### config.mk
export PLATFORM = sky130hd
export DESIGN_NAME = clb_ecb_core_flat
export DESIGN_NICKNAME = d
export VERILOG_FILES = /design/src/rtl/clb_ecb_core_if.sv /design/src/rtl/clb_ecb_core.sv /design/src/flat_wrapper.sv
export SDC_FILE = /design/constraint.sdc
export NUM_CORES = 2
export LEC_CHECK = 0
export ABC_AREA = 1
export BUFFER_PORTS_ARGS = -buffer_cell sky130_fd_sc_hd__buf_2
export CAP_MARGIN = 20
export CORE_ASPECT_RATIO = 1.1
export CORE_MARGIN = 3
export CORE_UTILIZATION = 35
export DETAILED_ROUTE_END_ITERATION = 10
export PLACE_DENSITY = 0.54
export SYNTH_ARGS = -nofsm -noshare
export SYNTH_HDL_FRONTEND = slang
export SYNTH_SLANG_ARGS = --single-unit
### constraint.sdc
create_clock -name clk -period 25 [get_ports clk]
set_clock_uncertainty 0.2 [all_clocks]
set_input_delay 5 -clock clk [delete_from_list [all_inputs] [get_ports clk]]
set_output_delay 5 -clock clk [all_outputs]
set_load 0.05 [all_outputs]
### src/rtl/clb_ecb_core_if.sv
// clb_ecb_core_if: host/consumer bus of the block cipher core
interface clb_ecb_core_if;
  logic         mode;
  logic [127:0] textin;
  logic [255:0] key;
  logic [127:0] textout;
  logic         enable;
  modport master (output mode, textin, key, input textout, enable);
  modport slave (input mode, textin, key, output textout, enable);
endinterface

### src/rtl/clb_ecb_core.sv
// clb_ecb_core: iterative 128-bit Feistel block cipher, 256-bit key, one round per clock
module clb_ecb_core (
  input logic           clk,
  input logic           rst,
  clb_ecb_core_if.slave io_bus
);
  typedef enum logic [1:0] {LOAD, KEYPREP, ROUND, DONE} state_t;
  state_t           r_state;
  logic [4:0]       r_cnt;
  logic             r_mode;
  logic [0:3][31:0] r_x;
  logic [0:7][31:0] r_w;
  logic             w_back;
  logic [4:0]       w_i;
  logic [31:0]      w_ck, w_fwd_k, w_bwd_k, w_rk;
  logic [0:7][31:0] w_w_next;
  logic [0:3][31:0] w_x_next;

  function automatic logic [31:0] sub(input logic [31:0] x);
    logic [0:15][3:0] tbl;
    logic [31:0] r;
    tbl = 64'hC56B90AD3EF84712;
    for (int n = 0; n < 8; n++) r[4*n +: 4] = tbl[x[4*n +: 4]];
    return r;
  endfunction

  function automatic logic [31:0] rotl(input logic [31:0] b, input int n);
    return (b << n) | (b >> (32 - n));
  endfunction

  function automatic logic [31:0] t_data(input logic [31:0] x);
    logic [31:0] b;
    b = sub(x);
    return b ^ rotl(b, 2) ^ rotl(b, 10) ^ rotl(b, 18) ^ rotl(b, 24);
  endfunction

  function automatic logic [31:0] t_key(input logic [31:0] x);
    logic [31:0] b;
    b = sub(x);
    return b ^ rotl(b, 13) ^ rotl(b, 23);
  endfunction

  // decryption rounds walk the key window backwards, so the round index counts down
  assign w_back   = (r_state == ROUND) && r_mode;
  assign w_i      = w_back ? ~r_cnt : r_cnt;
  assign w_ck     = {4{3'b000, w_i}};
  assign w_fwd_k  = r_w[0] ^ t_key(r_w[1] ^ r_w[7] ^ w_ck);
  assign w_bwd_k  = r_w[7] ^ t_key(r_w[0] ^ r_w[6] ^ w_ck);
  assign w_rk     = r_mode ? r_w[7] : w_fwd_k;
  assign w_w_next = w_back ? {w_bwd_k, r_w[0:6]} : {r_w[1:7], w_fwd_k};
  assign w_x_next = {r_x[1], r_x[2], r_x[3], r_x[0] ^ t_data(r_x[1] ^ r_x[2] ^ r_x[3] ^ w_rk)};

  always_ff @(posedge clk or posedge rst) begin
    if (rst) begin
      r_state        <= LOAD;
      r_cnt          <= '0;
      r_mode         <= 1'b0;
      r_x            <= '0;
      r_w            <= '0;
      io_bus.textout <= '0;
      io_bus.enable  <= 1'b0;
    end else begin
      case (r_state)
        LOAD: begin
          r_x     <= io_bus.textin;
          r_w     <= io_bus.key;
          r_mode  <= io_bus.mode;
          r_cnt   <= '0;
          r_state <= io_bus.mode ? KEYPREP : ROUND;
        end
        KEYPREP: begin
          r_w   <= w_w_next;
          r_cnt <= r_cnt + 5'd1;
          if (r_cnt == 5'd31) r_state <= ROUND;
        end
        ROUND: begin
          r_x   <= w_x_next;
          r_w   <= w_w_next;
          r_cnt <= r_cnt + 5'd1;
          if (r_cnt == 5'd31) begin
            io_bus.textout <= {w_x_next[3], w_x_next[2], w_x_next[1], w_x_next[0]};
            io_bus.enable  <= 1'b1;
            r_state        <= DONE;
          end
        end
        default: r_state <= DONE;
      endcase
    end
  end
endmodule

### src/flat_wrapper.sv
// flat-port wrapper written by rule: the top's interface ports become plain ports
module clb_ecb_core_flat 
  (clk, rst, io_bus_mode, io_bus_textin, io_bus_key, io_bus_textout, io_bus_enable);
  clb_ecb_core_if io_bus_i ();
  input logic clk;
  input logic rst;
  input wire logic [$bits(io_bus_i.mode)-1:0] io_bus_mode;
  input wire logic [$bits(io_bus_i.textin)-1:0] io_bus_textin;
  input wire logic [$bits(io_bus_i.key)-1:0] io_bus_key;
  output wire logic [$bits(io_bus_i.textout)-1:0] io_bus_textout;
  output wire logic [$bits(io_bus_i.enable)-1:0] io_bus_enable;
  assign io_bus_i.mode = io_bus_mode;
  assign io_bus_i.textin = io_bus_textin;
  assign io_bus_i.key = io_bus_key;
  assign io_bus_textout = io_bus_i.textout;
  assign io_bus_enable = io_bus_i.enable;
  clb_ecb_core u_core (.clk(clk), .rst(rst), .io_bus(io_bus_i));
endmodule
# After elaboration in Yosys (flattened, before gate mapping)
# Memories as Yosys holds them, arrays and structs flattened.
# Cells that the tools add are included.
dict set report totals {
  elab_cells 187
  output_inout_bits 129
  input_bits 387
  memories 24
  mem_bits_ro 1536
  latch_bits 0
  ram_bits 0
  register_bits 521
}
# name words word_bits read_ports rd_clocked_by_memory_dff write_ports line_no
set mem_list {}
lappend mem_list {{(no name shown)} 16 4 1 0 0 clb_ecb_core.sv:23} ;# for (int n = 0; n < 8; n++) r[4*n +: 4] = tbl[x[4*n +: 4]];
lappend mem_list {{(no name shown)} 16 4 1 0 0 clb_ecb_core.sv:23}
lappend mem_list {{(no name shown)} 16 4 1 0 0 clb_ecb_core.sv:23}
lappend mem_list {{(no name shown)} 16 4 1 0 0 clb_ecb_core.sv:23}
lappend mem_list {{(no name shown)} 16 4 1 0 0 clb_ecb_core.sv:23}
lappend mem_list {{(no name shown)} 16 4 1 0 0 clb_ecb_core.sv:23}
lappend mem_list {{+18 memories} n/a n/a n/a n/a n/a n/a}
dict set report classes {
  addsub 1
  shifts 0
  reduce_logical 7
  multipliers 0
  n_div 0
  bitwise_logic 51
  n_eq_ne 5
  muxes 58
  order_cmp 24
}
# operator n
set ops {}
lappend ops {{$pmux 256 s2} 1}
lappend ops {{$xor 32x32->32} 16}
lappend ops {{$mux 256} 1}
lappend ops {{$pmux 128 s2} 1}
lappend ops {{$mux 4} 48}
lappend ops {{$ge 5x5->1 const B} 24}
lappend ops {{$not 4->5} 24}
lappend ops {{$or 32x13->32} 2}
lappend ops {{$or 32x23->32} 2}
lappend ops {{$xor 32x29->32} 2}
lappend ops {{$mux 32} 1}
lappend ops {{$or 32x10->32} 1}
lappend ops {{$or 32x18->32} 1}
lappend ops {{$or 32x2->32} 1}
lappend ops {{$or 32x24->32} 1}
lappend ops {{$pmux 5 s2} 1}
lappend ops {{$mux 2} 3}
lappend ops {{$pmux 2 s3} 1}
lappend ops {{$add 5x1->5 const B} 1}
lappend ops {{$eq 5x5->1 const B} 1}
lappend ops {{$mux 5} 1}
lappend ops {{$not 5->5} 1}
lappend ops {{$reduce_and 2->1} 2}
lappend ops {{$reduce_bool 2->1} 2}
lappend ops {{other kinds (7)} 7}

# Depth between registers and ports, before layout
dict set report logic_depth {
  word_depth 25
  mapped_depth 41
  mapped_depth_nobuf 40
}

# Least setup slack after synthesis
# OpenSTA, ideal clock, no wires.
dict set report synth_path {
  path_type {register -> output}
  from {register u_core.io_bus.textout[0]}
  to {output port io_bus_textout[0]}
  path_stages_with_launch 1
  slack_ns 19.200
  path_buffers 0
  arrival_ns 0.600
  t_required_ns 19.800
  path_cell_list {dfrtp_1}
}
# item line_no
set synth_rtl {}
lappend synth_rtl {{from (decl)} clb_ecb_core_if.sv:9} ;# modport slave (input mode, textin, key, output textout, enable);
lappend synth_rtl {{from (signal assigned)} clb_ecb_core.sv:81} ;# io_bus.textout <= {w_x_next[3], w_x_next[2], w_x_next[1], w_x_next[0]};
lappend synth_rtl {{to (decl)} flat_wrapper.sv:10} ;# output wire logic [$bits(io_bus_i.textout)-1:0] io_bus_textout;
# No word-level cell between the ends.

==> results.json <==
{
  "grt_max_degree": 227,
  "synth_fa_ha_area_share_pct": 4.15,
  "required_ns": 25.43,
  "cts_sinks": 521,
  "layout-area-overhead-vs-synth_pct": 15.2,
  "ys_ff_latch": 521,
  "crit_type": "in -> async",
  "hold_path_class": "reg -> reg",
  "setup-violations-final": 0,
  "hold_viol": 0,
  "ios": 516,
  "synth_compound_area_share_pct": 12.5,
  "cts_hold_buf": 0,
  "cts_setup_buffers": 0,
  "io_buffers": 515,
  "gp_congestion": 0.961,
  "period_needed_ns": 7.78,
  "synth.distinct_cells": 41,
  "cts_tree": "done",
  "gr-total-overflow": 0,
  "end_kind": "async pin",
  "status": "finished clean",
  "clock_latency_ns": 0.66,
  "final_antenna_net_count": 0,
  "synth_xor_area_share_pct": 5.46,
  "arrival_ns": 8.21,
  "swShare_pct": 29.4,
  "antenna_found_initial": 33,
  "synth_cells": 5560,
  "gr-usage-all-layers_pct": 29.8,
  "htree_levels": 2,
  "r2r_start": "u_core.r_state[0]",
  "postSynthAreaPerCell_sq_um": 6.78,
  "comb_power_share_pct": 15.1,
  "synth_top_family_by_area": "simple AND/OR/NAND/NOR gates",
  "ir_drop_uv": 52.9,
  "sequentialPowerShare_pct": 41.2,
  "cp_max_fo": 111,
  "drv_slew": 0,
  "avgRoutedWirePerCell_um": 23.3,
  "cts_made_buffers": 59,
  "worst_slew_pin_slew_ns": 1.29,
  "yosysTopAreaCell": "dfrtp_1",
  "clk_pin_slew_ns": 0.06,
  "rsz0062_at_grt": "false",
  "nFillCells": 11200,
  "vias": 40100,
  "tns_ns": 0,
  "dieWidth_um": 319,
  "placementRows": 125,
  "synth_top_area_share_pct": 34.6,
  "synth_fp_nets": 6072,
  "core_region_area_sq_mm": 0.106,
  "cts_buffer_depth": 3,
  "start_util_pct": 35.5,
  "first_pass_iters": 5,
  "yosysSeqAreaShare_pct": 34.6,
  "clockRootBuffer": "clkbuf_16",
  "synth_area_sq_mm": 0.0377,
  "grt_pass1_vias": 37500,
  "die-area_sq_mm": 0.112,
  "ctsResizeCount": 0,
  "synthMuxAreaShare_pct": 0,
  "fp.dieH_um": 350,
  "crit_start": "rst",
  "power_mw": 2.07,
  "powerDensity_mw_per_mm2": 47.6,
  "slew_headroom_pct": 14.1,
  "switching_power_mw": 0.609,
  "drive_above_1_share_pct": 14.0,
  "power_leakage_nw": 22.9,
  "viasPerCell": 5.43,
  "yosys_warnings": 0,
  "wirelength_um": 172000,
  "grt_pass1_wl_um": 249000,
  "worstSetupStartpointType": "primary input",
  "remaining_drc_errors": 0,
  "min_from": "u_core.io_bus.textout[120]",
  "final_nets": 6435,
  "clkPwrFrac_pct": 43.7,
  "first_iter_violations": 4456,
  "max_cap_viol_count": 0,
  "synthSimpleGateAreaFrac_pct": 35.8,
  "finalCritPeriodShare_pct": 31.1,
  "fmax_mhz": 129,
  "p_int_mw": 1.46,
  "synthTopCellsByArea": "dfrtp_1 35%, nand2_1 21%, nand3_1 6.0%, nor2_1 5.4%, o311ai_0 5.2%",
  "place_hpwl_um": 134000
}
-- routing by layer --
metal	GRT usage, %	vias up	share of wire [%]
li1	-	18800	-
met1	41.0	19400	43
met2	47.0	1550	45
met3	6.09	280	8.7
met4	9.16	30	3.3
met5	0	-	0.12
-- stage by stage --
step	hold slack, ns	instance area [sq um]	std cells	utilization [%]	setup slack (ns)
after floorplan	0.291	37700	5560	-	5.24
after global placement	0.252	41400	7256	39.0	16.35
final	0.277	43400	7377	40.9	17.22
after global routing	0.288	43400	7370	40.9	16.73
after detailed placement	0.251	41400	7256	39.0	16.35
after CTS	0.274	43400	7362	40.8	17.07
-- power by group through the flow --
stage	clock network (mW)	logic, mW	registers [mW]
after floorplan	0	0.190	0.867
after detailed placement	0	0.308	0.868
after CTS	0.914	0.309	0.853
after global placement	0	0.305	0.868
after global routing	0.943	0.349	0.853
final	0.904	0.311	0.853
-- synth_stat cells, drive strengths merged --
library cell	count
clkbuf	201
a221oi	65
or2	26
o22ai	32
xor2	174
o311ai	224
o21bai	1
xnor2	61
clkinv	3
a31oi	3
inv	490
nand4	12
o21ai	191
nand2	2196
a211oi	1
dfrtp	521
buf	45
a32o	4
nor2	545
o31ai	4
o211ai	66
a21oi	72
nand3	477
a32oi	2
nand3b	10
o221ai	4
ha	125
nor3	5
-- worst max-delay path, cell delays in order --
cell,delay (ns)
buf_2,0.14
inv_8,0.50
buf_4,0.74
buf_4,0.74
buf_4,0.89
-- final cells by class --
cell class | instances | area (sq um) | share of cell area, %
diodes | 12 | 30.0 | 0.0691
well taps | 1397 | 1750 | 4.02
multi-input cells | 4300 | 21900 | 50.4
clock buffers | 90 | 1820 | 4.18
flip-flops and latches | 521 | 13000 | 30.0
inverters | 493 | 1870 | 4.30
clock inverters | 16 | 155 | 0.357
repair buffers | 548 | 2890 | 6.66
-- state kept, by name, indices dropped and copies added, names as in the netlist --
| signal | cells |
|---|---|
| u_core.io_bus.enable | 1 |
| u_core.io_bus.textout | 128 |
| u_core.r_cnt | 5 |
| u_core.r_mode | 1 |
| u_core.r_state | 2 |
| u_core.r_w | 256 |
| u_core.r_x | 128 |
-- path summary, 6_finish.rpt --
kind	depth (start not counted)	slack, ns	end
worst max-delay path	5	17.22	u_core.r_w[36]
max in group clk	31	18.25	u_core.io_bus.textout[116]
worst min register to register	2	0.28	u_core.io_bus.textout[120]
worst min-delay path	2	0.28	u_core.io_bus.textout[120]
min in group asynchronous	2	4.30	u_core.r_x[99]
worst max register to register	31	18.25	u_core.io_bus.textout[116]
-- cells in the final DEF (no fill, tap or decap), drive strengths merged, types with 3 or more instances in the layout --
cell	count
clkinvlp	4
nor2	545
o31ai	4
o221ai	4
ha	125
or2	26
o22ai	32
inv	491
a32o	4
o311ai	224
xnor2	61
a21oi	72
xor2	174
nand3	477
o21ai	191
dfrtp	521
nand3b	10
nor3	5
nand2	2196
a31oi	3
buf	547
clkinv	12
a221oi	65
clkbuf	91
o211ai	66
diode	12
nand4	12
-- cell families after synthesis --
logic type	Yosys count
flip-flops	521
adder cells (fa/ha/maj)	125
XOR/XNOR	235
AND/OR/NAND/NOR	3271
buffers and inverters	739
AO/OA/AOI/OAI	669
(Power assumes the default switching activity.)
